--- src/rtl/lenet_feeder_pkg.sv ---
// Shared types and helpers for the LeNet input-buffer feeder.
package lenet_feeder_pkg;

   typedef enum logic [1:0] {
      S_IDLE   = 2'd0,
      S_ARM    = 2'd1,
      S_STREAM = 2'd2,
      S_RESULT = 2'd3
   } feeder_state_t;

   localparam int unsigned IMG_DEF = 32;
   localparam int unsigned PAD_DEF = 2;

   // True for pixels in the zero border that the capture core never writes.
   function automatic logic is_border(input int unsigned idx,
                                      input int unsigned img,
                                      input int unsigned pad);
      int unsigned row;
      int unsigned col;
      row = idx / img;
      col = idx % img;
      return (row < pad) || (col < pad) || (row >= img - pad) || (col >= img - pad);
   endfunction

endpackage

--- src/rtl/lenet_skid_fifo.sv ---
// Two-entry output FIFO; entry 0 is always the head, so the head is a plain register.
module lenet_skid_fifo #(
   parameter int unsigned W = 11
) (
   input  logic         clk25,
   input  logic         rst_n,
   input  logic         push_i,
   input  logic         pop_i,
   input  logic [W-1:0] din_i,
   output logic [W-1:0] head_o,
   output logic [1:0]   count_o
);

   logic [W-1:0] e0_q, e0_d;
   logic [W-1:0] e1_q, e1_d;
   logic [1:0]   cnt_q, cnt_d;

   always_comb begin
      e0_d  = e0_q;
      e1_d  = e1_q;
      cnt_d = cnt_q;
      case ({push_i, pop_i})
         2'b10: begin
            if (cnt_q == 2'd0) e0_d = din_i;
            else               e1_d = din_i;
            cnt_d = cnt_q + 2'd1;
         end
         2'b01: begin
            e0_d  = e1_q;
            cnt_d = cnt_q - 2'd1;
         end
         2'b11: begin
            if (cnt_q == 2'd1) begin
               e0_d = din_i;
            end else begin
               e0_d = e1_q;
               e1_d = din_i;
            end
         end
         default: ;
      endcase
   end

   always_ff @(posedge clk25 or negedge rst_n) begin
      if (!rst_n) begin
         e0_q  <= '0;
         e1_q  <= '0;
         cnt_q <= '0;
      end else begin
         e0_q  <= e0_d;
         e1_q  <= e1_d;
         cnt_q <= cnt_d;
      end
   end

   assign head_o  = e0_q;
   assign count_o = cnt_q;

endmodule

--- src/rtl/lenet_feeder.sv ---
// Reads the padded LeNet image from buffer port B and streams it to the CNN,
// then holds the returned classification for the display overlay.
module lenet_feeder
   import lenet_feeder_pkg::*;
#(
   parameter int unsigned IMG = IMG_DEF,
   parameter int unsigned PAD = PAD_DEF,
   parameter int unsigned DW  = 8,
   parameter int unsigned AW  = 10
) (
   input  logic          clk25,
   input  logic          rst_n,
   input  logic          data_ready,
   output logic [AW-1:0] rd_addr,
   input  logic [DW-1:0] rd_data,
   output logic          m_valid,
   input  logic          m_ready,
   output logic [DW-1:0] m_data,
   output logic          m_first,
   output logic          m_last,
   output logic          busy,
   input  logic          res_valid,
   input  logic [3:0]    res_digit,
   output logic [3:0]    digit,
   output logic          digit_valid,
   output logic [7:0]    drop_cnt
);

   localparam int unsigned    NPIX      = IMG * IMG;
   localparam int unsigned    FW        = DW + 3;
   localparam logic [AW-1:0]  LAST_IDX  = AW'(NPIX - 1);
   localparam logic [AW-1:0]  FIRST_INT = AW'(PAD * IMG + PAD);

   feeder_state_t state_q, state_d;
   logic [AW-1:0] idx_q, idx_d;
   logic          issue_done_q, issue_done_d;
   logic [AW-1:0] rd_addr_q, rd_addr_d;
   logic          infl_q, infl_d;
   logic          infl_border_q, infl_border_d;
   logic          infl_first_q, infl_first_d;
   logic          infl_last_q, infl_last_d;
   logic [7:0]    drop_q, drop_d;
   logic [3:0]    digit_q, digit_d;
   logic          dv_q, dv_d;

   logic [1:0]    fifo_count;
   logic [FW-1:0] fifo_head;
   logic [FW-1:0] fifo_din;
   logic          pop;
   logic          issue;
   logic          cur_border;
   logic          head_border;
   logic [DW-1:0] head_data;
   logic [2:0]    occ;

   lenet_skid_fifo #(.W(FW)) u_fifo (
      .clk25   (clk25),
      .rst_n   (rst_n),
      .push_i  (infl_q),
      .pop_i   (pop),
      .din_i   (fifo_din),
      .head_o  (fifo_head),
      .count_o (fifo_count)
   );

   assign fifo_din = {infl_border_q, infl_first_q, infl_last_q, rd_data};
   assign {head_border, m_first, m_last, head_data} = fifo_head;
   // Border slots carry whatever port B returned; the flag zeroes them here.
   assign m_data   = head_border ? '0 : head_data;
   assign m_valid  = fifo_count != 2'd0;
   assign pop      = m_valid && m_ready;

   assign cur_border = is_border(32'(idx_q), IMG, PAD);
   assign occ        = 3'(fifo_count) + 3'(infl_q) - 3'(pop);
   assign issue      = (state_q == S_STREAM) && !issue_done_q && (occ < 3'd2);

   // Address follows idx regardless of issue so m_ready never reaches rd_addr;
   // a stalled read is simply repeated. Border indices keep the last real address.
   assign rd_addr = ((state_q == S_STREAM) && !issue_done_q && !cur_border) ? idx_q : rd_addr_q;

   always_comb begin
      state_d       = state_q;
      idx_d         = idx_q;
      issue_done_d  = issue_done_q;
      rd_addr_d     = rd_addr;
      infl_d        = issue;
      infl_border_d = cur_border;
      infl_first_d  = idx_q == '0;
      infl_last_d   = idx_q == LAST_IDX;
      drop_d        = drop_q;
      digit_d       = digit_q;
      dv_d          = dv_q;

      if (data_ready && (state_q != S_IDLE) && (drop_q != '1)) drop_d = drop_q + 8'd1;

      case (state_q)
         S_IDLE: begin
            if (data_ready) begin
               state_d      = S_ARM;
               idx_d        = '0;
               issue_done_d = 1'b0;
               rd_addr_d    = FIRST_INT;
            end
         end
         S_ARM: state_d = S_STREAM;
         S_STREAM: begin
            if (issue) begin
               if (idx_q == LAST_IDX) issue_done_d = 1'b1;
               else                   idx_d = idx_q + AW'(1);
            end
            if (pop && m_last) state_d = S_RESULT;
         end
         S_RESULT: begin
            if (res_valid) begin
               state_d = S_IDLE;
               idx_d   = '0;
               digit_d = res_digit;
               dv_d    = 1'b1;
            end
         end
         default: state_d = S_IDLE;
      endcase
   end

   always_ff @(posedge clk25 or negedge rst_n) begin
      if (!rst_n) begin
         state_q       <= S_IDLE;
         idx_q         <= '0;
         issue_done_q  <= 1'b0;
         rd_addr_q     <= '0;
         infl_q        <= 1'b0;
         infl_border_q <= 1'b0;
         infl_first_q  <= 1'b0;
         infl_last_q   <= 1'b0;
         drop_q        <= '0;
         digit_q       <= '0;
         dv_q          <= 1'b0;
      end else begin
         state_q       <= state_d;
         idx_q         <= idx_d;
         issue_done_q  <= issue_done_d;
         rd_addr_q     <= rd_addr_d;
         infl_q        <= infl_d;
         infl_border_q <= infl_border_d;
         infl_first_q  <= infl_first_d;
         infl_last_q   <= infl_last_d;
         drop_q        <= drop_d;
         digit_q       <= digit_d;
         dv_q          <= dv_d;
      end
   end

   assign busy        = state_q != S_IDLE;
   assign digit       = digit_q;
   assign digit_valid = dv_q;
   assign drop_cnt    = drop_q;

endmodule

--- config.mk ---
export PLATFORM = sky130hd
export DESIGN_NAME = lenet_feeder
export DESIGN_NICKNAME = d
export VERILOG_FILES = /design/src/rtl/lenet_feeder_pkg.sv /design/src/rtl/lenet_skid_fifo.sv /design/src/rtl/lenet_feeder.sv
export SDC_FILE = /design/constraint.sdc
export NUM_CORES = 1
export LEC_CHECK = 0
export ABC_AREA = 1
export BUFFER_PORTS_ARGS = -buffer_cell sky130_fd_sc_hd__clkbuf_2
export CAP_MARGIN = 15
export CELL_PAD_IN_SITES_DETAIL_PLACEMENT = 1
export CELL_PAD_IN_SITES_GLOBAL_PLACEMENT = 1
export CORE_AREA = 2 2 110 112
export DETAILED_ROUTE_END_ITERATION = 10
export DIE_AREA = 0 0 112 114
export GPL_TIMING_DRIVEN = 0
export PLACE_DENSITY_LB_ADDON = 0.1
export SYNTH_ARGS = -nofsm -noshare
export SYNTH_HDL_FRONTEND = slang
export SYNTH_HIERARCHICAL = 1
export SYNTH_SLANG_ARGS = --single-unit
export TNS_END_PERCENT = 10
--- constraint.sdc ---
create_clock -name clk25 -period 3.65 [get_ports clk25]
set_input_delay 0.73 -clock clk25 [delete_from_list [all_inputs] [get_ports clk25]]
set_output_delay 0.73 -clock clk25 [all_outputs]
set_load 0.005 [all_outputs]
# Yosys cells after proc, flatten, opt, wreduce, memory -nomap -nowiden
# Index checks and enable logic that the tools add are counted.
# totals
register_bits	64
latch_bits	0
mem_bits_rw	0
romBits	0
in_bits	17
word_cells	95
memories	0
# classes
n_addsub	6
n_mul	0
div	0
order_cmp	5
n_eq_ne	18
shifts	0
muxes	24
bitwise_logic	0
reduce_logical	28
# op_table
cell	count
2-to-1 mux 10 bit	7
2-to-1 mux 11 bit	4
one-hot mux 11 bit (3 select lines)	1
one-hot mux 10 bit (3 select lines)	1
one-hot mux 11 bit (2 select lines)	1
inequality test 2 bit (second input constant)	7
adder 10 x 1 -> 10 bit (second input constant)	1
== test 10 bit (second input constant)	1
>= comparator 5 bit (second input constant)	2
logical NOT 10 bit	1
< comparator 5 x 2 -> 1 bit (second input constant)	2
nonzero test 2 bit	5
adder 8 x 1 -> 8 bit (second input constant)	1
== test 2 bit (second input constant)	4
2-to-1 mux 8 bit	1
inequality test 8 bit (second input constant)	1
one-hot mux 2 bit (4 select lines)	1
logical AND 1 bit	7
== test 2 x 1 -> 1 bit (second input constant)	3
2-to-1 mux 2 bit	3
AND reduction 3 bit	2
nonzero test 3 bit	2
AND reduction 5 bit	1
logical NOT 2 bit	2
other kinds (13)	20

# Longest topological paths before layout
# logic_depth
word_depth	9
mapped_depth	17
ltp_nobuf	17

# By module
# Netlist, hierarchy kept.
# modules_own_cells
module	instances	cells_each	area_each_um2	seq_area_each_um2
lenet_feeder	1	314	2379.8	1001.0
lenet_skid_fifo	1	161	1252.5	600.6

# Worst setup path before layout
# No wires, ideal clock.
# synth_timing
kind	in2reg
startpoint	in m_ready
endpoint	reg idx_q[0]
setup_ns	0.118
arrival_time_ns	2.231
t_required_ns	3.532
slack_ns	1.302
path_stages	14
n_path_buf	1
cell_sequence	nand2_1 -> inv_1 -> nand2_1 -> o21ai_0 -> nand2_1 -> fa_1 -> inv_1 -> nor2_1 -> nand2_1 -> nand2_1 -> nand3_4 -> buf_8 -> nand2_1 -> o21ai_2
# synth_via
elab_chain_cells	6
# synth_rtl
element	line_no	source
start, declared	lenet_feeder.sv:17	input logic m_ready,
logical AND 1 bit	lenet_feeder.sv:71	assign pop = m_valid && m_ready;
net pop	lenet_feeder.sv:49	logic pop;
subtractor 3 x 1 -> 3 bit	lenet_feeder.sv:74	assign occ = 3'(fifo_count) + 3'(infl_q) - 3'(pop);
< comparator 3 x 2 -> 1 bit	lenet_feeder.sv:75	assign issue = (state_q == S_STREAM) && !issue_done_q && (occ < 3'd2);
logical AND 1 bit	lenet_feeder.sv:75	
inequality test 2 bit (no line)	n/a	
AND reduction 5 bit (no line)	n/a	
end signal, assigned	lenet_feeder.sv:140	idx_q <= idx_d;
end, declared	lenet_feeder.sv:35	logic [AW-1:0] idx_q, idx_d;
# The timed path passes the listed nets, and every way through them passes these cells.
# A chain may end at the register's enable or synchronous reset.

# Worst setup path in the final report
# layout_timing
startpoint	reg state_q[0]
endpoint	out rd_addr[8]
# layout_via
elab_chain_cells	4
# layout_rtl
element	line_no	source
start, declared	lenet_feeder.sv:34	feeder_state_t state_q, state_d;
start signal, assigned	lenet_feeder.sv:139	state_q <= state_d;
== test 2 bit	lenet_feeder.sv:79	assign rd_addr = ((state_q == S_STREAM) && !issue_done_q && !cur_border) ? idx_q : rd_addr_q;
logical AND 1 bit (2 in a row)	lenet_feeder.sv:79	
2-to-1 mux 10 bit	lenet_feeder.sv:79	
end, declared	lenet_feeder.sv:14	output logic [AW-1:0] rd_addr,
# Every way passes these cells.

==> flow_summary.yaml <==
setup_path:
  reg2reg_setup_slack_ns: 1.14
  r2r-start: "u_fifo/count_o[0]"
  cp.required_ns: 2.92
  cp-start-kind: "register"
  reg2reg_to: "idx_q[1]"
  worstPathMaxFanout: 10
  endpoint_kind: "output port"
  critical_path_class: "reg2out"
  worstPathArrival_ns: 2.18
  startpoint: "state_q[0]"
  ff2ff_path_depth: 16
place:
  dpl.hpwl_um: 6820
  gp_congestion: 0.758
  port_buffers: 51
clock_tree:
  cts_buffers: 9
  cts_setup_buffers: 0
  clk_latency_ns: 0.34
  ctsResizeCount: 0
  cts_root_buf: "clkbuf_16"
  path_clk_slew_ns: 0.06
  htree_levels: 3
  max-clock-path-buffers: 2
  cts_tree: "done"
  ctsHoldBuffers: 0
  clock-sinks: 64
pwr:
  seqPwrFrac_pct: 34.0
  power_density_nw_per_um2: 703
  power.leakage_uw: 0.00240
  p_int_uw: 1870
  peakVddDrop_uv: 253
  switchingPower_uw: 1220
  pwr-share-clk_pct: 28.7
  switching_share_pct: 39.5
  p_comb_share_pct: 37.3
detailed_routing:
  drc: 0
  first_pass_iters: 4
  post_drt_via_cell_ratio: 4.52
  drtIter0Drc: 93
  postRouteAntennaNets: 0
  dr_total_vias: 3116
  post_drt_wl_per_cell_um: 13.3
  drt_wl_total_um: 9210
floorplanning:
  die_area_um2: 12800
  row_count: 40
  die_x_um: 112
  pin_count: 52
  coreArea_um2: 11700
  initial_core_util_pct: 31.0
  fp.dieH_um: 114
synthesis:
  netlist_instances: 475
  avgSynthCellArea_um2: 7.65
  synth_seq_area_share_pct: 44.1
  synthDistinctLibCells: 30
  yosysWarnings: 6
  synth.ff_latch_count: 64
  synth_top_area_share_pct: 44.1
  yosys.area.top_type: "dfrtp_1"
  syn-num-nets: 507
  syn-cell-area_um2: 3630
  ys_top_cells_by_area: "dfrtp_1 (44%), nand2_1 (18%), inv_1 (6.9%)"
cells_and_area:
  antennaDiodeCount: 0
  fillers: 1457
  post-route-util_pct: 37.6
  area_growth_pct: 21.3
  multi_input_area_um2: 1680
  drive_gt1_share_pct: 19.2
  nNetsFinal: 570
  regArea_um2: 1600
run_status:
  status: "complete, no violations"
sta:
  min_period_ns: 2.91
  timing.fmax_mhz: 343
  period_share_pct: 79.8
  finalSetupTns_ns: 0
  rsz0062_at_grt: "false"
  slew_violations: 0
  slew_headroom_pct: 65.6
  setup_viol: 0
  hold_viol: 0
  skew_ns: 0.00599
  worst_pin_slew_ns: 0.516
grt:
  globalRouteOverflowTotal: 0
  grt_max_degree: 45
  grt_pass1_vias: 3291
  grt_antenna_before_repair: 0
  grt_pass1_wl_um: 16000
  grt_usage_pct: 15.8
hold_path:
  hp-class: "in2async"
run:
  drv_cap: 0
[synthesized netlist by cell type]
| master | number |
|---|---|
| nand2_1 | 172 |
| inv_1 | 67 |
| dfrtp_1 | 64 |
| nand3_1 | 43 |
| nor2_1 | 37 |
| ha_1 | 14 |
| nand4_1 | 14 |
| o21ai_0 | 8 |
| o21ai_2 | 7 |
| xnor2_1 | 5 |
| xor2_1 | 5 |
| a21oi_1 | 4 |
| mux2_2 | 4 |
| nand2_2 | 4 |
| buf_2 | 3 |
| buf_4 | 3 |
| clkbuf_1 | 3 |
| inv_2 | 3 |
| buf_6 | 2 |
| nor2_2 | 2 |
| nor2_4 | 2 |
| buf_8 | 1 |
| fa_1 | 1 |
| nand2_4 | 1 |
| nand3_2 | 1 |
| nand3_4 | 1 |
| nand4_2 | 1 |
| nor3_1 | 1 |
| o21bai_1 | 1 |
| o31ai_4 | 1 |
[layout make-up]
type                    instances  share of cell area [%]
clock inverters                 7                    1.82
flip-flops and latches         64                    36.3
clock buffers                   9                    5.11
multi-input cells             329                    38.2
plain buffers                  12                    1.96
well taps                     147                    4.17
inverters                      70                    5.96
repair buffers                 52                    6.47
[power groups by stage]
stage	Sequential (uW)	Combinational [uW]	Clock [uW]
after floorplan	1030	816	0
after global placement	1060	1150	0
after detailed placement	1070	1190	0
after CTS	1060	1190	921
after global routing	1080	1340	944
final	1050	1150	889
[cell families (layout without fill, tap and decap cells)]
| kind of cell | after synthesis | in the layout | synth area share, % |
|---|---|---|---|
| compound gates | 21 | 21 | 4.13 |
| xor+xnor | 10 | 10 | 2.41 |
| fa+ha+maj | 15 | 15 | 5.37 |
| buf+inv | 82 | 150 | 9.61 |
| flops | 64 | 64 | 44.1 |
| mux | 4 | 4 | 1.24 |
| simple gates | 279 | 279 | 33.1 |
[worst max-delay path by stage]
stage                 end  slack, ns  depth (start not counted)
2_1_floorplan    idx_q[0]       1.30                         14
3_3_place_gp     idx_q[1]        1.0                         15
3_5_place_dp     idx_q[1]       0.94                         15
4_1_cts        rd_addr[6]       0.72                          8
5_1_grt        rd_addr[6]       0.58                          8
6_report       rd_addr[8]       0.74                          9
[cells in the final DEF, fill, tap and decap left out, types with 3 or more instances in the layout]
master,Yosys,layout
a21oi_1,4,4
buf_2,3,3
buf_4,3,3
clkbuf_1,3,3
clkbuf_16,0,9
clkbuf_2,0,50
dfrtp_1,64,64
ha_1,14,14
inv_1,67,67
inv_2,3,3
mux2_2,4,4
nand2_1,172,172
nand2_2,4,4
nand3_1,43,43
nand4_1,14,14
nor2_1,37,37
o21ai_0,8,8
o21ai_2,7,7
xnor2_1,5,5
xor2_1,5,5
[routing by layer]
metal | track usage, % | vias up | wire length [um]
met5 | 0 | - | 0
met4 | 6.59 | 0 | 168
met3 | 3.13 | 14 | 253
met2 | 26.7 | 30 | 4440
met1 | 19.8 | 1474 | 4350
li1 | - | 1598 | -
[metrics by stage]
step / hold WS (ns) / total power, uW / worst slack [ns] / instance area [um^2] / instances
floorplan: 0.434 / 1850 / 1.30 / 3630 / 475
global placement: 0.449 / 2210 / 0.998 / 4070 / 673
detailed placement: 0.461 / 2250 / 0.944 / 4100 / 674
CTS: 0.320 / 3170 / 0.718 / 4410 / 690
global route: 0.328 / 3370 / 0.577 / 4410 / 690
finish: 0.315 / 3100 / 0.736 / 4410 / 690
[critical path: stages (launching register included)]
cell and delay (ns):
dfrtp_1 0.42, inv_1 0.10, ha_1 0.29, nand2_1 0.12
inv_1 0.13, clkbuf_1 0.35, nand4_1 0.17, nand2_1 0.12
inv_1 0.04, clkbuf_2 0.10
[sequential cells by signal, indices dropped and copies added (netlist names)]
| signal | cells |
|---|---|
| digit_valid | 1 |
| infl_first_q | 1 |
| rd_addr_q | 10 |
| state_q | 2 |
| infl_last_q | 1 |
| u_fifo/head_o | 11 |
| infl_border_q | 1 |
| drop_cnt | 8 |
| digit | 4 |
| u_fifo/e1_q | 11 |
| idx_q | 10 |
| issue_done_q | 1 |
| u_fifo/count_o | 2 |
| infl_q | 1 |
Note: power is estimated with default switching activity, not from simulation.
